$ cat src/rtl/hbram_cal_window_tuner_if.sv
// Control, test-engine handshake and result bundle for the HyperBus RAM capture-window tuner.
// The tuner connects through the slave modport; whatever drives start and runs the pattern tests uses master.
interface hbram_cal_window_tuner_if #(
    parameter int LANES = 2,
    parameter int STEPS = 8
);
    localparam int DLY_W = $clog2(STEPS);

    logic                         start;
    logic                         test_req;
    logic                         test_done;
    logic [LANES-1:0]             test_pass;
    logic [LANES*DLY_W-1:0]       dly_sel;
    logic                         busy;
    logic                         done;
    logic [LANES-1:0]             fail;
    logic [LANES*(DLY_W+1)-1:0]   win_len;

    modport master (
        output start, test_done, test_pass,
        input  test_req, dly_sel, busy, done, fail, win_len
    );

    modport slave (
        input  start, test_done, test_pass,
        output test_req, dly_sel, busy, done, fail, win_len
    );
endinterface

$ cat src/rtl/hbram_cal_window_tuner.sv
// Sweeps a common delay tap across all byte lanes and parks each lane at the centre of its widest passing
// window. Build option HBRAM_CAL_RETRY_EN re-runs a failing sweep up to two more times before reporting fail.
module hbram_cal_window_tuner #(
    parameter int LANES      = 2,
    parameter int STEPS      = 8,
    parameter int SETTLE_CYC = 4
) (
    input  logic                   clk,
    input  logic                   rst_n,
    hbram_cal_window_tuner_if.slave bus
);
    // state  | meaning
    // IDLE   | waiting for start; dly_sel holds the last published result
    // APPLY  | sweep tap driven on every lane, settle timer counting down
    // TEST   | test_req held high until the engine pulses test_done
    // EVAL   | latched pass bits folded into the run / best-window trackers
    // FINISH | best windows centred and published (or sweep restarted on retry)
    localparam int DLY_W = $clog2(STEPS);
    localparam logic [DLY_W-1:0] TAP_LAST    = DLY_W'(STEPS - 1);
    localparam logic [7:0]       SETTLE_LOAD = 8'(SETTLE_CYC - 1);
    localparam logic [DLY_W:0]   LEN_ONE     = (DLY_W+1)'(1);

    typedef enum logic [2:0] {IDLE, APPLY, TEST, EVAL, FINISH} state_t;

    state_t state, state_nxt;

    logic [DLY_W-1:0] tap;
    logic [7:0]       settle_cnt;
    logic [LANES-1:0] pass_lat;
    logic [DLY_W:0]   run_len       [LANES];
    logic [DLY_W-1:0] run_start     [LANES];
    logic [DLY_W:0]   best_len      [LANES];
    logic [DLY_W-1:0] best_start    [LANES];
    logic [DLY_W:0]   run_len_nxt   [LANES];
    logic [DLY_W-1:0] run_start_nxt [LANES];
    logic [DLY_W-1:0] centre        [LANES];
    logic [DLY_W-1:0] dly_q         [LANES];
    logic [DLY_W:0]   win_q         [LANES];
    logic [LANES-1:0] fail_q;
    logic [LANES-1:0] no_win;
    logic             done_q;
    logic             last_tap;
    logic             sweep_init;
    logic             retry;

    assign last_tap   = (tap == TAP_LAST);
    assign sweep_init = (state == IDLE && bus.start) || (state == FINISH && retry);

`ifdef HBRAM_CAL_RETRY_EN
    logic [1:0] retry_cnt;

    always_ff @(posedge clk or negedge rst_n) begin
        if (!rst_n)
            retry_cnt <= '0;
        else if (state == IDLE && bus.start)
            retry_cnt <= '0;
        else if (state == FINISH && retry)
            retry_cnt <= retry_cnt + 2'd1;
    end

    assign retry = (|no_win) && (retry_cnt != 2'd2);
`else
    assign retry = 1'b0;
`endif

    always_ff @(posedge clk or negedge rst_n) begin
        if (!rst_n)
            state <= IDLE;
        else
            state <= state_nxt;
    end

    always_comb begin
        state_nxt = state;
        case (state)
            IDLE:    if (bus.start) state_nxt = APPLY;
            APPLY:   if (settle_cnt == '0) state_nxt = TEST;
            TEST:    if (bus.test_done) state_nxt = EVAL;
            EVAL:    state_nxt = last_tap ? FINISH : APPLY;
            FINISH:  state_nxt = retry ? APPLY : IDLE;
            default: state_nxt = IDLE;
        endcase
    end

    // Centre uses the floor of (len-1)/2 so even-length windows lean toward the lower tap.
    always_comb begin
        for (int i = 0; i < LANES; i++) begin
            run_len_nxt[i]   = pass_lat[i] ? run_len[i] + LEN_ONE : '0;
            run_start_nxt[i] = (pass_lat[i] && run_len[i] == '0) ? tap : run_start[i];
            centre[i]        = DLY_W'(({1'b0, best_start[i]} + ((best_len[i] - LEN_ONE) >> 1)));
            no_win[i]        = (best_len[i] == '0);
        end
    end

    always_ff @(posedge clk or negedge rst_n) begin
        if (!rst_n) begin
            tap        <= '0;
            settle_cnt <= '0;
            pass_lat   <= '0;
            fail_q     <= '0;
            done_q     <= 1'b0;
            for (int i = 0; i < LANES; i++) begin
                run_len[i]    <= '0;
                run_start[i]  <= '0;
                best_len[i]   <= '0;
                best_start[i] <= '0;
                dly_q[i]      <= '0;
                win_q[i]      <= '0;
            end
        end else begin
            if (state == IDLE && bus.start) begin
                done_q <= 1'b0;
                fail_q <= '0;
                for (int i = 0; i < LANES; i++)
                    win_q[i] <= '0;
            end

            if (sweep_init) begin
                tap        <= '0;
                settle_cnt <= SETTLE_LOAD;
                for (int i = 0; i < LANES; i++) begin
                    run_len[i]    <= '0;
                    run_start[i]  <= '0;
                    best_len[i]   <= '0;
                    best_start[i] <= '0;
                    dly_q[i]      <= '0;
                end
            end

            if (state == APPLY && settle_cnt != '0)
                settle_cnt <= settle_cnt - 8'd1;

            if (state == TEST && bus.test_done)
                pass_lat <= bus.test_pass;

            // Strict compare keeps the earliest window when two are equally long.
            if (state == EVAL) begin
                for (int i = 0; i < LANES; i++) begin
                    run_len[i]   <= run_len_nxt[i];
                    run_start[i] <= run_start_nxt[i];
                    if (run_len_nxt[i] > best_len[i]) begin
                        best_len[i]   <= run_len_nxt[i];
                        best_start[i] <= run_start_nxt[i];
                    end
                end
                if (!last_tap) begin
                    tap        <= tap + DLY_W'(1);
                    settle_cnt <= SETTLE_LOAD;
                    for (int i = 0; i < LANES; i++)
                        dly_q[i] <= tap + DLY_W'(1);
                end
            end

            if (state == FINISH && !retry) begin
                for (int i = 0; i < LANES; i++) begin
                    dly_q[i] <= no_win[i] ? '0 : centre[i];
                    win_q[i] <= best_len[i];
                end
                fail_q <= no_win;
                done_q <= ~|no_win;
            end
        end
    end

    always_comb begin
        bus.dly_sel = '0;
        bus.win_len = '0;
        for (int i = 0; i < LANES; i++) begin
            bus.dly_sel[i*DLY_W +: DLY_W]         = dly_q[i];
            bus.win_len[i*(DLY_W+1) +: (DLY_W+1)] = win_q[i];
        end
    end

    assign bus.test_req = (state == TEST);
    assign bus.busy     = (state != IDLE);
    assign bus.done     = done_q;
    assign bus.fail     = fail_q;
endmodule
$ cat src/flat_wrapper.sv
// flat-port wrapper written by rule: the top's interface ports become plain ports
module hbram_cal_window_tuner_flat 
#(
    parameter int LANES      = 2,
    parameter int STEPS      = 8,
    parameter int SETTLE_CYC = 4
)
  (clk, rst_n, bus_start, bus_test_done, bus_test_pass, bus_test_req, bus_dly_sel, bus_busy, bus_done, bus_fail, bus_win_len);
  hbram_cal_window_tuner_if #(.LANES(LANES), .STEPS(STEPS)) bus_i ();
  input  logic clk;
  input  logic rst_n;
  input wire logic [$bits(bus_i.start)-1:0] bus_start;
  input wire logic [$bits(bus_i.test_done)-1:0] bus_test_done;
  input wire logic [$bits(bus_i.test_pass)-1:0] bus_test_pass;
  output wire logic [$bits(bus_i.test_req)-1:0] bus_test_req;
  output wire logic [$bits(bus_i.dly_sel)-1:0] bus_dly_sel;
  output wire logic [$bits(bus_i.busy)-1:0] bus_busy;
  output wire logic [$bits(bus_i.done)-1:0] bus_done;
  output wire logic [$bits(bus_i.fail)-1:0] bus_fail;
  output wire logic [$bits(bus_i.win_len)-1:0] bus_win_len;
  assign bus_i.start = bus_start;
  assign bus_i.test_done = bus_test_done;
  assign bus_i.test_pass = bus_test_pass;
  assign bus_test_req = bus_i.test_req;
  assign bus_dly_sel = bus_i.dly_sel;
  assign bus_busy = bus_i.busy;
  assign bus_done = bus_i.done;
  assign bus_fail = bus_i.fail;
  assign bus_win_len = bus_i.win_len;
  hbram_cal_window_tuner #(.LANES(LANES), .STEPS(STEPS), .SETTLE_CYC(SETTLE_CYC)) u_core (.clk(clk), .rst_n(rst_n), .bus(bus_i));
endmodule
$ cat config.mk
export PLATFORM = sky130hd
export DESIGN_NAME = hbram_cal_window_tuner_flat
export DESIGN_NICKNAME = d
export VERILOG_FILES = /design/src/rtl/hbram_cal_window_tuner_if.sv /design/src/rtl/hbram_cal_window_tuner.sv /design/src/flat_wrapper.sv
export SDC_FILE = /design/constraint.sdc
export NUM_CORES = 1
export LEC_CHECK = 0
export BUFFER_PORTS_ARGS = -buffer_cell sky130_fd_sc_hd__buf_4
export CAP_MARGIN = 10
export CORE_ASPECT_RATIO = 1.25
export CORE_MARGIN = 2
export CORE_UTILIZATION = 50
export DETAILED_ROUTE_END_ITERATION = 8
export PLACE_DENSITY_LB_ADDON = 0.1
export SLEW_MARGIN = 20
export SYNTH_ARGS = -nofsm -noshare
export SYNTH_HDL_FRONTEND = slang
export SYNTH_SLANG_ARGS = --single-unit
$ cat constraint.sdc
create_clock -name clk -period 4.6 [get_ports clk]
set_input_delay 1.38 -clock clk [delete_from_list [all_inputs] [get_ports clk]]
set_output_delay 1.38 -clock clk [all_outputs]
set_load 0.01 [all_outputs]
After elaboration in Yosys (flattened, before gate mapping)
Cells that the tools add are included.
{ "classes": {"n_eq_ne": 8, "magnitude_cmp": 2, "n_mux": 39, "n_addsub": 8, "n_reduce_logical": 18} }
{ "op_table": {"columns": ["operator", "count"], "rows": [
  ["$mux W8", 9],
  ["$mux W6", 8],
  ["$mux W3", 13],
  ["$logic_not A4 Y1", 4],
  ["$mux W4", 4],
  ["$pmux W3 S4", 1],
  ["$add A4 B1 Y4 const B", 2],
  ["$gt A4 B4 Y1", 2],
  ["$logic_not A8 Y1", 1],
  ["$reduce_bool A8 Y1", 1],
  ["$sub A4 B1 Y4 const B", 2],
  ["$sub A8 B1 Y8 const B", 1],
  ["$add A3 B3 Y3", 2],
  ["$eq A3 B2 Y1 const B", 2],
  ["$eq A3 B3 Y1 const B", 2],
  ["$logic_and A1 B1 Y1", 5],
  ["$mux W2", 2],
  ["$ne A2 B2 Y1 const B", 2],
  ["$reduce_bool A2 Y1", 2],
  ["$add A3 B1 Y3 const B", 1],
  ["$eq A3 B1 Y1 const B", 1],
  ["$logic_not A3 Y1", 1],
  ["$reduce_and A3 Y1", 1],
  ["$reduce_bool A3 Y1", 1],
  ["other kinds (4)", 5]
]} }
{ "word_totals": {"reg_bits": 61, "wordCells": 93} }

Logic depth before layout (Yosys ltp)
Gate-level depths: netlist (run 1).
{ "depth": {"depth_word": 6, "mapped_depth": 10, "ltp_nobuf": 10} }

Worst setup path before layout (run 1)
OpenSTA, ideal clock, no wires.
{ "synth_timing": {"path_kind": "register to output", "startpoint": "register u_core.state[2]", "endpoint": "output bus_test_req", "path_slack_ps": 2308, "arrival_time_ps": 912, "stages_incl_launch_ff": 3, "path_buffers": 1, "cell_sequence": "dfrtp_1 buf_4 nor3b_1"} }
{ "synth_between": {"elab_chain_len": 1} }
{ "synth_rtl": {"columns": ["element", "line", "rtl"], "rows": [
  ["start: declaration", "hbram_cal_window_tuner.sv:25", "state_t state, state_nxt;"],
  ["start signal: assignment", "hbram_cal_window_tuner.sv:70", "state <= state_nxt;"],
  ["$eq A3 B2 Y1", "hbram_cal_window_tuner.sv:174", "assign bus.test_req = (state == TEST);"],
  ["end: declaration", "flat_wrapper.sv:15", "output wire logic [$bits(bus_i.test_req)-1:0] bus_test_req;"]
]} }
Every way passes these cells.

Final worst setup path (run 1)
{ "layout_timing": {"startpoint": "register u_core.state[1]", "endpoint": "output bus_busy"} }
{ "layout_between": {"elab_chain_len": 1} }
{ "layout_rtl": {"columns": ["element", "line", "rtl"], "rows": [
  ["$reduce_bool A3 Y1", "hbram_cal_window_tuner.sv:175", "assign bus.busy = (state != IDLE);"],
  ["end: declaration", "flat_wrapper.sv:17", "output wire logic [$bits(bus_i.busy)-1:0] bus_busy;"]
]} }
Every way passes these cells.

==> results.tsv, run 1 <==
stage	metric	value	unit
global_routing	M3 GR Usage	0.0461	
worst_setup_path	critical path, cell by cell	nor3_1 > inv_1 > buf_4	
run_status	status	complete, no violations	
global_routing	grt met2 use	0.300	
final_layout	Area Overhead vs Synth	13.7	%
pwr	power density cells	633	mW/mm2
place	Detail Placement HPWL	4.64	mm
drt	vias post-DR	2372	
global_routing	M1 GR Usage	0.303	
drt	Iter 0 DRT Violations	108	
worst_setup_path	Setup crit start kind	flop	
pwr	IR drop worst, VDD	0.289	mV
cts	CTS max path bufs	2	
timing	min cycle time layout	2800	ps
drt	number of routed nets with antenna violations	0	
timing	Final Hold Fails	0	
synth	Cells after Synth	314	
floorplan	top-level I/O count	25	
worst_setup_path	crit-path max FO	7	
synth	Mapped Nets	338	
drt	1st-pass router iterations	4	
worst_setup_path	crit path kind	flop to output port	
synth	syn_area_per_cell	10.3	um2
timing	Slew @ Worst Pin	1080	ps
global_routing	global-route wire length before repair	11.1	mm
synth	Synth cell types	48	
synth	sequential fraction of the synthesis area	0.473	
synth	Synth Flop Type	dfrtp_1	
cts	CTS tree	built	
cts	Num CTS Buffers	9	
cts	H-Tree Depth	3	
drt	Remaining DRCs	0	
global_routing	number of global-route vias before repair	2227	
final_layout	Inserted Diodes	0	
synth	FFs w/ async S/R, synth	1.00	
place	number of buffers added on ports	24	
cts	post-CTS resize count	0	
drt	total wire length	6.65	mm
global_routing	initial antenna violation count	0	
final_layout	final net count	363	
floorplan	Cell Rows	32	
cts	clk root buf	clkbuf_8	
worst_setup_path	R2R Setup Slk	2120	ps
timing	final hold slack	498	ps
timing	Fmax	357	MHz
cts	post-CTS setup repair buffer count	0	
pwr	P_leak	0.00178	uW
timing	Setup violations, final	0	
global_routing	largest net degree at the start of global routing	62	
global_routing	GRT Total Usage	0.209	
cts	hold-fix buffers at CTS	0	
floorplan	Core Footprint	0.00621	mm2
timing	Slew HR	0.279	
timing	crit share post-route	0.609	
floorplan	Die X	75.8	um
worst_setup_path	Critical Path RT	3220	ps
place	GP Congestion	0.786	
cts	# clock sinks	61	
cts	worst skew pair latency	340	ps
worst_setup_path	Max stage delay on crit path	470	ps
drt	vias per std cell	5.53	
worst_setup_path	CP arrival	1420	ps
global_routing	grt ovf	0	
final_layout	share of cells above drive strength 1	0.160	
run	max cap viols	0	
global_routing	busiest layer in global routing	met1	
synth	Post-synth EDFFs	0	
timing	clk_skew	5.15	ps
floorplan	Die ar.	0.00711	mm2
floorplan	chip height	93.8	um
synth	Post-Syn Area	0.00323	mm2
timing	unrepaired setup endpoints after global routing	no	
cts	Reg clk slew, reported paths	70	ps
timing	post-route setup TNS	0	ps
drt	WL/cell	15.5	um
synth	#FFs+latches synth	61	
timing	Max Slew Vio Count	0	
worst_setup_path	nature of the critical path endpoint	output port	
pwr	Power Total	2320	uW
synth	yosys warns	0	
min_path	worst min path class	flop to flop	
worst_setup_path	CP max stage cell	dfrtp_1	
floorplan	starting density of the core	0.520	
==> registers in the layout (all words and copies together), names as in the netlist <==
| signal | flops |
|---|---|
| u_core.pass_lat | 2 |
| u_core.state | 3 |
| u_core.bus.fail | 2 |
| u_core.best_len | 8 |
| u_core.tap | 3 |
| u_core.bus.dly_sel | 6 |
| u_core.run_start | 6 |
| u_core.bus.win_len | 8 |
| u_core.run_len | 8 |
| u_core.settle_cnt | 8 |
| u_core.best_start | 6 |
| u_core.bus.done | 1 |
==> cells in the final DEF, fill, tap and decap left out, drive strengths merged, types with 2 or more instances in the layout <==
| master | instances |
|---|---|
| fa | 2 |
| nor2b | 2 |
| mux2 | 4 |
| ha | 16 |
| and2 | 3 |
| a32oi | 2 |
| nor2 | 10 |
| dfrtp | 61 |
| clkinv | 2 |
| nor3b | 4 |
| nor3 | 5 |
| nand2 | 49 |
| a22oi | 6 |
| o2111ai | 3 |
| nand3 | 17 |
| buf | 26 |
| o22ai | 3 |
| a31o | 2 |
| a22o | 10 |
| nor4 | 2 |
| o31ai | 2 |
| clkbuf | 12 |
| mux2i | 18 |
| xor2 | 7 |
| o21ai | 22 |
| o211ai | 4 |
| nand3b | 3 |
| nand4 | 2 |
| inv | 18 |
| a21oi | 7 |
| xnor2 | 6 |
| nand2b | 3 |
==> logic make-up after synthesis <==
| logic type | synth area share |
|---|---|
| mux | 0.0698 |
| buf+inv | 0.0368 |
| compound gates | 0.145 |
| fa+ha+maj | 0.0745 |
| xor+xnor | 0.0353 |
| flops | 0.473 |
| simple gates | 0.165 |
==> final timing paths <==
check                                      from                    to  cells past startpoint
min in group asynchronous                 rst_n  u_core.settle_cnt[0]                      1
max                             u_core.state[1]              bus_busy                      3
min reg2reg                u_core.settle_cnt[7]  u_core.settle_cnt[7]                      1
max in group asynchronous                 rst_n  u_core.best_start[1]                      1
max reg2reg                   u_core.run_len[0]  u_core.best_start[1]                     10
min                        u_core.settle_cnt[7]  u_core.settle_cnt[7]                      1
==> final cells by class <==
class                           count  area (um2)
Multi-Input combinational cell    223        1580
Sequential cell                    61        1530
Fill cell                         552        2540
Clock inverter                      4        47.5
Timing Repair Buffer               26         195
Clock buffer                       12         145
Tap cell                           85         106
Inverter                           18        67.6
==> synth_stat cells, types with 2 or more instances <==
| library cell | count | area share |
|---|---|---|
| a22oi_1 | 6 | 0.014 |
| o21ai_0 | 19 | 0.029 |
| dfrtp_1 | 61 | 0.47 |
| mux2i_1 | 18 | 0.056 |
| o22ai_1 | 3 | 0.0058 |
| fa_1 | 2 | 0.012 |
| a31o_2 | 2 | 0.0054 |
| and2_1 | 3 | 0.0058 |
| o211ai_1 | 4 | 0.0093 |
| nand2_1 | 49 | 0.057 |
| mux2_2 | 4 | 0.014 |
| a22o_1 | 10 | 0.027 |
| ha_1 | 16 | 0.062 |
| nor2_1 | 9 | 0.010 |
| o2111ai_1 | 2 | 0.0054 |
| buf_2 | 2 | 0.0031 |
| nand4_1 | 2 | 0.0039 |
| nor4_1 | 2 | 0.0039 |
| nor3_1 | 5 | 0.0078 |
| nand3b_1 | 3 | 0.0070 |
| xnor2_1 | 6 | 0.016 |
| nor2b_1 | 2 | 0.0039 |
| a21oi_1 | 7 | 0.011 |
| a32oi_1 | 2 | 0.0054 |
| nand2b_1 | 3 | 0.0058 |
| inv_1 | 18 | 0.021 |
| xor2_1 | 7 | 0.019 |
| nor3b_1 | 3 | 0.0070 |
| nand3_1 | 17 | 0.026 |
| o21ai_2 | 2 | 0.0054 |
| clkbuf_1 | 8 | 0.0093 |
==> power by group <==
group / total [uW] / leakage (uW) / internal [uW] / switching [uW]
Sequential: 846 / 0.000821 / 685 / 162
Clock: 474 / 0.0000964 / 263 / 211
Combinational: 1000 / 0.000859 / 429 / 572
==> through the flow <==
step	instance area (um2)	util	setup WS [ps]	instances
final	3670	0.591	1800	429
after CTS	3670	0.591	1810	429
after global routing	3670	0.591	1690	429
after global placement	3480	0.560	1860	413
after detailed placement	3480	0.560	1820	413
after floorplan	3230	-	2310	314
==> worst max-delay path, delay by kind of cell, from the launching register on <==
kind                   cells  cell delay (ps)
DFF                        1              470
and+or+nand+nor            1              340
buffers and inverters      2              270
==> per-layer routing <==
metal / share of wire / routed length (um)
met5: 0 / 0
met4: 0.019 / 129
met3: 0.039 / 256
met2: 0.45 / 3020
met1: 0.49 / 3240
Power figures use the tool's default switching activity.
==> inputs of run 2 (changes only) <==
==> constraint.sdc (replaced) <==
create_clock -name clk -period 2.6 [get_ports clk]
set_input_delay 0.78 -clock clk [delete_from_list [all_inputs] [get_ports clk]]
set_output_delay 0.78 -clock clk [all_outputs]
set_load 0.01 [all_outputs]
==> run 2 against run 1 <==
Count of clock-buffer cells in the layout unchanged. Critical path depth increased by 7. Clock power increased by 54%. Sequential power increased by 77%. Critical endpoint is now u_core.best_start[1]. Largest power group unchanged. First-iteration DRC count increased by 26%. Die area unchanged.
==> results.tsv, run 2 (synthesis gave the netlist of run 1 again) <==
stage	metric	value	unit	change
run_status	status	complete, no violations		
worst_setup_path	Worst path top cell family by delay	compound AO/OA/AOI/OAI gates		
drt	met1 WL	3.26	mm	+0.68%
cts	# clock sinks	61		unchanged
cts	worst skew pair latency	340	ps	about the same
pwr	Power Total	4120	uW	+77%
worst_setup_path	CP max stage cell	dfrtp_1		
timing	Slew HR	0.485		+0.206
floorplan	chip height	93.8	um	unchanged
drt	uppermost layer routed	met4		
floorplan	Die X	75.8	um	unchanged
drt	Iter 0 DRT Violations	136		+26%
floorplan	starting density of the core	0.520		unchanged
worst_setup_path	crit path from	u_core.run_len[0]		
timing	post-route setup TNS	0	ps	unchanged
timing	unrepaired setup endpoints after global routing	no		
timing	Final Hold Fails	0		unchanged
floorplan	Die ar.	0.00711	mm2	unchanged
floorplan	Cell Rows	32		unchanged
place	Detail Placement HPWL	4.96	mm	+6.8%
cts	CTS max path bufs	2		unchanged
final_layout	most common cell after layout, fill and taps aside	dfrtp_1		
final_layout	final net count	366		+0.83%
worst_setup_path	nature of the critical path endpoint	flop		
drt	vias per std cell	5.63		+1.7%
global_routing	GRT Total Usage	0.221		+0.0128
timing	Max Slew Vio Count	0		unchanged
cts	H-Tree Depth	3		unchanged
worst_setup_path	critical path, cell by cell	inv_1 > ha_1 > nand2_1 > inv_1 > ha_1 > nor2b_1 > o2111ai_1 > a32oi_1 > o21ai_4 > mux2i_1		
final_layout	share of cells above drive strength 1	0.168		+0.00823
min_path	worst min path class	flop to flop		
drt	1st-pass router iterations	4		unchanged
pwr	IR drop worst, VDD	0.550	mV	+90%
drt	Remaining DRCs	0		unchanged
timing	min cycle time layout	2430	ps	
final_layout	Area Overhead vs Synth	14.2	%	
final_layout	Fill cells	561		+1.6%
floorplan	Core Footprint	0.00621	mm2	unchanged
worst_setup_path	crit path buf inv count	2		unchanged
final_layout	final core occ	0.594		+0.00262
pwr	power density cells	1120	mW/mm2	+77%
place	number of buffers added on ports	24		unchanged
place	GP Congestion	0.763		-3.0%
drt	number of routed nets with antenna violations	0		unchanged
worst_setup_path	Max stage delay on crit path	380	ps	-90 ps
timing	Slew @ Worst Pin	773	ps	-309 ps
min_path	HP Start	u_core.settle_cnt[7]		
drt	vias post-DR	2419		+2.0%
cts	CTS tree	built		
timing	clk_skew	10.8	ps	+5.65 ps
worst_setup_path	crit-path max FO	6		-1
drt	WL/cell	16.3	um	+5.4%
cts	Reg clk slew, reported paths	70	ps	about the same
timing	crit share post-route	0.934		
timing	Fmax	412	MHz	
global_routing	global-route wire length before repair	11.7	mm	+5.9%
global_routing	initial antenna violation count	0		unchanged
floorplan	top-level I/O count	25		unchanged
global_routing	largest net degree at the start of global routing	62		unchanged
final_layout	Inserted Diodes	0		unchanged
cts	clk root buf	clkbuf_8		
final_layout	most frequent cells in the layout	dfrtp_1 (61), nand2_1 (49), buf_4 (29)		
drt	wire length on met3	238	um	-7.0%
global_routing	grt ovf	0		unchanged
pwr	P_leak	0.00178	uW	+0.44%
timing	final hold slack	483	ps	-15.1 ps
run	max cap viols	0		unchanged
worst_setup_path	Setup crit start kind	flop		
worst_setup_path	Reg-to-Reg Start	u_core.run_len[0]		
worst_setup_path	Critical Path RT	2860	ps	-360 ps
cts	hold-fix buffers at CTS	0		unchanged
global_routing	number of global-route vias before repair	2464		+11%
timing	Setup violations, final	0		unchanged
worst_setup_path	CP arrival	2680	ps	+1260 ps
cts	Num CTS Buffers	9		unchanged
drt	routed length on met2	3.34	mm	+11%
worst_setup_path	crit path kind	flop to flop		
drt	total wire length	7.02	mm	+5.7%
-- run 2: worst paths after layout --
path                       slack [ps]  cells after the start                   end
max                               170                     10  u_core.best_start[1]
min reg2reg                       480                      1  u_core.settle_cnt[7]
max in group asynchronous        1570                      1   u_core.run_start[5]
min                               480                      1  u_core.settle_cnt[7]
max reg2reg                       170                     10  u_core.best_start[1]
min in group asynchronous         510                      1  u_core.settle_cnt[7]
-- run 2: layout make-up --
| type | instances | area (um2) | area share |
|---|---|---|---|
| Multi-Input combinational cell | 223 | 1600 | 0.435 |
| Sequential cell | 61 | 1530 | 0.414 |
| Timing Repair Buffer | 29 | 218 | 0.0591 |
| Clock buffer | 12 | 155 | 0.0421 |
| Tap cell | 85 | 106 | 0.0289 |
| Inverter | 18 | 67.6 | 0.0183 |
| Clock inverter | 2 | 10.0 | 0.00272 |
-- run 2: metrics by stage --
step / setup WS [ps] / cell area, um2 / std cells
floorplan: 414 / 3230 / 314
global placement: 269 / 3500 / 416
detailed placement: 147 / 3500 / 416
CTS: 125 / 3660 / 430
global route: 7.10 / 3680 / 430
finish: 171 / 3680 / 430
-- run 2: power by group --
group,switching [uW],leakage [uW],total [uW],internal (uW)
clock,347,0.0000881,731,384
sequential,286,0.000821,1500,1210
combinational,1080,0.000875,1890,807
-- run 2: repair_timing --
item                                    4_1_cts  5_1_grt
endpoints found under the setup margin        0       12
buffers inserted                              0        0
resized for setup                             0        4
-- run 2: metal layers --
metal / track usage / up-vias
li1: - / 1174
met1: 0.299 / 1174
met2: 0.335 / 57
met3: 0.0429 / 14
met4: 0.110 / 0
met5: 0 / -
